### src/rtl/br_resolve_sched.sv
// Branch-resolution scheduler: serialises two branch-FU resolutions per cycle into
// a one-per-cycle branch_stack port. Optional same-cycle bypass: BR_SCHED_BYPASS_EN.
`ifndef BR_STATE_W
`define BR_STATE_W 2
`endif
`ifndef BR_MASK_W
`define BR_MASK_W 5
`endif
`ifndef BR_PR_CORRECT
`define BR_PR_CORRECT 2'd1
`endif
`ifndef BR_PR_WRONG
`define BR_PR_WRONG 2'd2
`endif

module br_resolve_sched #(
    parameter int QDEPTH = 4
) (
    input  logic                      clk,
    input  logic                      rst,
    input  logic [1:0]                fu_br_valid_i,
    input  logic [2*`BR_STATE_W-1:0]  fu_br_state_i,
    input  logic [2*`BR_MASK_W-1:0]   fu_br_mask_i,
    input  logic [2*`BR_MASK_W-1:0]   fu_br_bit_i,
    input  logic                      flush_i,
    output logic [`BR_STATE_W-1:0]    br_state_o,
    output logic [`BR_MASK_W-1:0]     br_dep_mask_o,
    output logic                      stall_o
);
    localparam int SW = `BR_STATE_W;
    localparam int MW = `BR_MASK_W;
    localparam int IW = (QDEPTH > 1) ? $clog2(QDEPTH) : 1;
    localparam int CW = $clog2(MW + 1);

    typedef struct packed {
        logic [SW-1:0] state;
        logic [MW-1:0] mask;
        logic [MW-1:0] bits;
    } br_entry_t;

    function automatic logic [CW-1:0] popcount(input logic [MW-1:0] m);
        popcount = '0;
        for (int k = 0; k < MW; k++) popcount = popcount + CW'(m[k]);
    endfunction

    logic [QDEPTH-1:0] valid_q, valid_d;
    br_entry_t         ent_q [QDEPTH];
    br_entry_t         ent_d [QDEPTH];
    logic              stall_q, stall_d;

    br_entry_t         fu_ent [2];
    logic [1:0]        fu_acc;
    logic [1:0]        enq;
    logic              ent_wrong [QDEPTH];
    logic [CW-1:0]     ent_cnt [QDEPTH];
    logic              sel_found, sel_wrong;
    logic [IW-1:0]     sel_idx;
    logic [CW-1:0]     sel_cnt;
    logic              byp;
    logic              iss_valid, iss_wrong;
    br_entry_t         iss_ent;
    logic [MW-1:0]     clr_bits;
    logic              have0, have1;
    logic [IW-1:0]     slot0, slot1;
    logic [IW:0]       free_cnt;

    // Inputs arriving while stalled violate the protocol and are discarded here.
    assign fu_acc = fu_br_valid_i & {2{~stall_q}};

    always_comb begin
        for (int f = 0; f < 2; f++) begin
            fu_ent[f].state = fu_br_state_i[f*SW +: SW];
            fu_ent[f].mask  = fu_br_mask_i[f*MW +: MW];
            fu_ent[f].bits  = fu_br_bit_i[f*MW +: MW];
        end
    end

    always_comb begin
        for (int i = 0; i < QDEPTH; i++) begin
            ent_wrong[i] = (ent_q[i].state == `BR_PR_WRONG);
            ent_cnt[i]   = popcount(ent_q[i].mask);
        end
    end

    // Mispredicts first, then oldest (fewest dependency bits); strict '<' keeps the lower index on ties.
    always_comb begin
        sel_found = 1'b0;
        sel_idx   = '0;
        sel_wrong = 1'b0;
        sel_cnt   = '0;
        for (int i = 0; i < QDEPTH; i++) begin
            if (valid_q[i] && (!sel_found
                    || (ent_wrong[i] && !sel_wrong)
                    || (ent_wrong[i] == sel_wrong && ent_cnt[i] < sel_cnt))) begin
                sel_found = 1'b1;
                sel_idx   = IW'(i);
                sel_wrong = ent_wrong[i];
                sel_cnt   = ent_cnt[i];
            end
        end
    end

    always_comb begin
        iss_valid = sel_found;
        iss_ent   = ent_q[sel_idx];
        byp       = 1'b0;
`ifdef BR_SCHED_BYPASS_EN
        byp = ~(|valid_q) && (fu_acc == 2'b01 || fu_acc == 2'b10);
        if (byp) begin
            iss_valid = 1'b1;
            iss_ent   = fu_acc[0] ? fu_ent[0] : fu_ent[1];
        end
`endif
        iss_wrong = iss_valid && (iss_ent.state == `BR_PR_WRONG);
        clr_bits  = iss_valid ? iss_ent.bits : '0;
    end

    assign br_state_o    = iss_valid ? iss_ent.state : '0;
    assign br_dep_mask_o = iss_valid ? iss_ent.mask  : '0;
    assign stall_o       = stall_q;

    always_comb begin
        have0 = 1'b0;
        have1 = 1'b0;
        slot0 = '0;
        slot1 = '0;
        for (int i = 0; i < QDEPTH; i++) begin
            if (!valid_q[i]) begin
                if (!have0) begin
                    have0 = 1'b1;
                    slot0 = IW'(i);
                end else if (!have1) begin
                    have1 = 1'b1;
                    slot1 = IW'(i);
                end
            end
        end
    end

    always_comb begin
        // NOTE: every output of this block gets a default first, so no path can infer a latch.
        valid_d = valid_q;
        ent_d   = ent_q;
        for (int i = 0; i < QDEPTH; i++) begin
            if (valid_q[i]) begin
                if (sel_found && !byp && IW'(i) == sel_idx)
                    valid_d[i] = 1'b0;
                else if (iss_wrong && |(ent_q[i].mask & clr_bits))
                    valid_d[i] = 1'b0;
                else
                    ent_d[i].mask = ent_q[i].mask & ~clr_bits;
            end
        end

        for (int f = 0; f < 2; f++)
            enq[f] = fu_acc[f] && !byp && !(iss_wrong && |(fu_ent[f].mask & clr_bits));

        if (enq[0] && have0) begin
            valid_d[slot0] = 1'b1;
            ent_d[slot0]   = '{state: fu_ent[0].state, mask: fu_ent[0].mask & ~clr_bits,
                               bits: fu_ent[0].bits};
        end
        if (enq[1] && (enq[0] ? have1 : have0)) begin
            valid_d[enq[0] ? slot1 : slot0] = 1'b1;
            ent_d[enq[0] ? slot1 : slot0]   = '{state: fu_ent[1].state,
                                               mask: fu_ent[1].mask & ~clr_bits,
                                               bits: fu_ent[1].bits};
        end

        if (flush_i) valid_d = '0;

        free_cnt = '0;
        for (int i = 0; i < QDEPTH; i++) free_cnt = free_cnt + (IW+1)'(~valid_d[i]);
        stall_d = (free_cnt < (IW+1)'(2));
    end

    // NOTE: sequential state uses <= so every flop samples pre-edge values.
    always_ff @(posedge clk) begin
        if (rst) begin
            valid_q <= '0;
            stall_q <= 1'b0;
        end else begin
            valid_q <= valid_d;
            stall_q <= stall_d;
        end
    end

    // NOTE: payload flops are deliberately not reset; valid_q gates every use of them.
    always_ff @(posedge clk) begin
        ent_q <= ent_d;
    end

endmodule

### config.mk
export PLATFORM = sky130hd
export DESIGN_NAME = br_resolve_sched
export DESIGN_NICKNAME = d
export VERILOG_FILES = /design/src/rtl/br_resolve_sched.sv
export SDC_FILE = /design/constraint.sdc
export NUM_CORES = 1
export LEC_CHECK = 0
export CAP_MARGIN = 20
export CORE_MARGIN = 4
export CORE_UTILIZATION = 64
export CTS_CLUSTER_SIZE = 10
export DETAILED_ROUTE_END_ITERATION = 12
export PLACE_DENSITY = 0.95
export SLEW_MARGIN = 10
export SYNTH_ARGS = -nofsm -noshare
export SYNTH_HDL_FRONTEND = slang
export SYNTH_SLANG_ARGS = --single-unit
### constraint.sdc
create_clock -name clk -period 16.4 [get_ports clk]
set_clock_uncertainty 0.2 [all_clocks]
set_input_delay 2.46 -clock clk [delete_from_list [all_inputs] [get_ports clk]]
set_output_delay 2.46 -clock clk [all_outputs]
set_load 0.1 [all_outputs]
# Word-level counts from Yosys, hierarchy flattened
# Index checks and enable logic that the tools add are counted.
word_totals:
  in_bits: 29
  wordCells: 213
  ff_bits: 53
classes:
  n_mux: 83
  order_cmp: 13
  reduce_logical: 49
  eq_ne: 11
  bitwise_logic: 24
  n_addsub: 19
ops:
  columns: ["op", "count"]
  rows:
  - ["$bwmux 48", 2]
  - ["$mux 48", 2]
  - ["$mux 5", 14]
  - ["$and 5x5->5", 12]
  - ["$demux 12 s2", 2]
  - ["$mux 12", 4]
  - ["$mux 1", 34]
  - ["$mux 2", 16]
  - ["$reduce_or 5->1", 6]
  - ["$logic_and 1x1->1", 28]
  - ["$add 3x1->3", 8]
  - ["$bmux 12 s2", 1]
  - ["$add 2x1->3", 4]
  - ["$mux 4", 3]
  - ["$not 1->3", 4]
  - ["$eq 2x2->1 const B", 5]
  - ["$add 3x3->3", 3]
  - ["$ge 3x3->1 const B", 3]
  - ["$lt 3x3->1", 3]
  - ["$mux 3", 3]
  - ["$not 2->3", 3]
  - ["$add 1x1->2", 4]
  - ["$logic_not 1->1", 8]
  - ["$or 4x4->4", 2]
  - ["other kinds (13)", 25]

# Longest topological paths before layout
depth:
  depth_word: 45
  ltp_mapped: 44

# Least setup slack after synthesis
# OpenSTA, ideal clock, no wires.
synth_timing:
  path_type: "register -> output"
  from: "reg ent_q[41] in the netlist's numbering"
  to: "out br_dep_mask_o[0]"
  t_arrival_ns: 7.163
  setup_slack_ns: 6.577
  path_stages_with_launch: 34
  cell_sequence: "dfxtp_1 -> inv_1 -> fa_1 -> fa_1 -> inv_1 -> ha_1 -> nand2_1 -> ha_1 -> nor2b_1 -> o31ai_4 -> a21oi_2 -> clkbuf_1 -> nor2_1 -> a21oi_1 -> ha_1 -> nor2b_1 -> a211o_1 -> nand3_1 -> nor3_4 -> or2_1 -> buf_4 -> buf_4 -> nor2_1 -> a21oi_1 -> ha_1 -> nor2b_1 -> a221oi_1 -> nand2b_1 -> clkbuf_1 -> nand2_1 -> clkbuf_1 -> nor4_1 -> a21oi_1 -> nor2_1"
synth_via:
  elab_chain_cells: 27
  elab_cells_between_ends: 42
  cone_classes: "add/sub: 4; order compare: 3; eq/ne: 2; mux: 15; bitwise: 1; reduce/logical: 17"
synth_rtl:
  columns: ["item", "line", "rtl"]
  rows:
  - ["start: declaration", "47", "br_entry_t ent_q [QDEPTH];"]
  - ["start signal: assignment", "190", "ent_q <= ent_d;"]
  - ["parallel branches: the longest is 26 deep, another holds $add 2x1->3", null, null]
  - ["$mux 5 *", "119", "assign br_dep_mask_o = iss_valid ? iss_ent.mask : '0;"]
  - ["end: declaration", "27", "output logic [`BR_MASK_W-1:0] br_dep_mask_o,"]
# Every way passes the cells marked *. The select of a mux whose other input is x is not followed.

# Worst setup path in the final report
layout_timing:
  from: "reg ent_q[42] in the netlist's numbering"
  to: "out br_dep_mask_o[4]"
layout_via:
  elab_chain_cells: 27
  elab_cells_between_ends: 42
  cone_classes: "add/sub: 4; order compare: 3; eq/ne: 2; mux: 15; bitwise: 1; reduce/logical: 17"
layout_rtl:
  columns: ["item", "line", "rtl"]
  rows:
  - ["$add 1x1->2 *", "43", "for (int k = 0; k < MW; k++) popcount = popcount + CW'(m[k]);"]
  - ["$add 2x1->3 *", "43", null]
  - ["$add 3x1->3 * (2 in series)", "43", null]
  - ["$mux 3 *", "92", "if (valid_q[i] && (!sel_found"]
  - ["parallel branches: the longest is 21 deep, another holds $lt 3x3->1", null, null]
  - ["$mux 5 *", "119", null]
# Marked as above.

==> metrics <==
# setup viols final=0; P_sw=0.0005733 W; asr flop ratio synth=0%; Post-synth top flop=dfxtp_1; Register Area=0.001061 mm^2; Worst Path Max Fanout=15; Crit-path slowest cell=clkdlybuf4s50_1; Congestion Overflow GR=0; Worst-path clk slew=0.10 ns; vias in the first global route=4475; Design Area, Final=0.004962 mm^2; max-cap check violation count=0; worst vdd ir=0.1312 mV; syn avg cell area=8.134 um^2; Clock Path Buffers=2; most numerous cell in the Yosys netlist=dfxtp_1; largest area contributor in the netlist=dfxtp_1; crit start category=flip-flop; CTS root buf=clkbuf_8; # clock sinks=53; EDFF count, synth=0; TNS Setup=0 ns; Final nets=about 630; Tot GR Track Use=35.11%; num rows=30; sequential area share after synthesis=23.59%; CP required=13.74 ns; Worst setup EP type=primary output; post-CTS resize count=0; Fin. Hold Viols=0; internal power=between 0.0005 and 0.0006 W; Worst EP arrival=8.64 ns; TritonCTS clock tree=done; Vias=4814; Synthesis Warnings=0; Setup Fix Bufs, Post-CTS=0; per-cell routed wire length=22.05 um; area of the multi-input gates=between 0.003 and 0.004 mm^2; Fill cells=535; Top Ports=37; largest net degree at the start of global routing=23; #FFs+latches synth=53; TritonRoute pass-1 iters=6; top-area cell type share of the netlist area=23.59%; routability cong.=~1.1; DRC Markers=0; HP Class=flip-flop to flip-flop; layout cell share with drive strength beyond 1=9.091%; synth unique cells=77; combinational power share=67.2%; die height=91.84 um; Pwr per Cell Area=~220 mW/mm^2; unrepaired setup endpoints after global routing=false; first-pass GRT wire length=23500 um; Initial Util=66.21%; status=complete, no violations; top post-synthesis cells by count=53 x dfxtp_1, 48 x o21ai_0, 39 x nor2_1; synthesized area=0.004498 mm^2; post-placement cell area=0.004837 mm^2; TritonCTS Buffers=5; critical path's largest stage delay=between 1 and 1.5 ns; diode count=0; Syn Inst Count=553; critical path type=flip-flop to primary output; Max Fclk=88.49 MHz; Final Critical Period=about 11 ns; Area contributors post-synth=dfxtp_1 24%, mux2i_1 7.8%, o21ai_0 5.3%; hold_buf cts=0; Sw Ratio=between 50% and 60%; die area=between 0.008 and 0.009 mm^2; Max Slew Vio Count=0; crit-path most repeated cell=ha_1; DRT iter0 DRCs=841; WL final=14730 um; Max H-tree Level=2; syn_nets=608; DIE WIDTH=91.84 um; Final period util=68.91%; Core Area=0.006794 mm^2; Slew headroom=31.89%; pre-CTS setup slack=between 5 and 6 ns; hpwl dp=11010 um; Least-Margin Pin Slew=1.016 ns; post-route ant nets=0; Flop pwr share=23.9%; Area Overhead vs Synth=10.32%; worst setup margin=5.099 ns; clk_lat worst skew=around 0.32 ns; via/cell ratio=about 7.2; PortBufs=36; clock power share=8.9%; initial antenna violation count=0; Lkg Pwr=1.961 nW
-- flip-flops by register name, summed over array words and instances (netlist names) --
signal,count
stall_o,1
ent_q,48
valid_q,4
-- logic make-up (layout without fill, tap and decap cells) --
family	count (synthesis)	in the layout	share of synthesized area [%]
AOI/OAI and AO/OA	178	178	26.76
adders and majority gates	26	26	8.734
buffers and inverters	60	79	6.231
DFF	53	53	23.59
muxes	61	61	14.38
and+or+nand+nor	175	175	20.31
-- power by group through the flow --
| stage | Clock, W | Combinational, W | Sequential, W |
|---|---|---|---|
| after floorplan | 0 | 0.000545 | 0.000231 |
| after global placement | 0 | 0.000673 | 0.000253 |
| after detailed placement | 0 | 0.000704 | 0.000256 |
| after CTS | 0.0000959 | 0.000707 | 0.000253 |
| after global routing | 0.000102 | 0.000787 | 0.000262 |
| final | 0.0000967 | 0.000727 | 0.000259 |
-- layout by cell type (no fill, tap or decap), types with 5 or more instances in the layout --
master,netlist,routed
clkbuf_8,0,6
dfxtp_1,53,53
a21oi_1,34,34
nor2b_1,11,11
o211ai_1,16,16
o21ai_0,48,48
mux2_2,19,19
fa_1,9,9
mux2i_1,35,35
nand2b_1,5,5
nand2_1,34,34
a31oi_1,9,9
o22ai_1,7,7
nor2_1,39,39
and2_1,7,7
clkdlybuf4s50_1,0,36
mux2_1,6,6
a22oi_1,6,6
ha_1,17,17
nor3_1,8,8
and3_1,7,7
inv_1,32,32
nand3_1,30,30
nor4_1,6,6
-- per-stage QoR --
step / hold WS, ns / std cells / total power [W] / utilization (%)
floorplan: 0.2900 / 553 / 0.0007762 / -
global placement: 0.3196 / 659 / 0.0009266 / 71.20
detailed placement: 0.3372 / 659 / 0.0009590 / 71.20
CTS: 0.3585 / 667 / 0.001055 / 72.97
global route: 0.3862 / 668 / 0.001150 / 73.04
finish: 0.3571 / 668 / 0.001083 / 73.04
-- worst max-delay path: cells and delay by family, from the launching register on --
kind | cells | cell delay (ns)
adders and majority gates | 6 | 1.75
and+or+nand+nor | 10 | 2.18
DFF | 1 | 0.42
AOI/OAI and AO/OA | 9 | 2.69
buffers and inverters | 3 | 1.28
-- path summary, 6_finish.rpt --
path                  start               end  slack [ns]  depth (start not counted)
hold reg to reg   ent_q[16]         ent_q[16]        0.36                          2
setup reg to reg  ent_q[42]           stall_o        5.48                         33
setup / recovery  ent_q[42]  br_dep_mask_o[4]        5.10                         28
hold / removal    ent_q[16]         ent_q[16]        0.36                          2
-- metal layers --
metal  GRT usage [%]  vias up  wire length (um)
met3           8.203       96              1965
li1                -     2102                 -
met2           55.63      366              6606
met4           16.34        0               812
met5               0        -                 0
met1           45.19     2250              5346
-- layout make-up --
class	instances	share of cell area, %
multi-input combinational	440	63.77
sequential	53	21.38
timing repair buffer	38	7.514
inverter	33	2.496
tap	96	2.421
clock buffer	6	1.664
clock inverter	2	0.7564
Note: power is estimated with default switching activity, not from simulation.
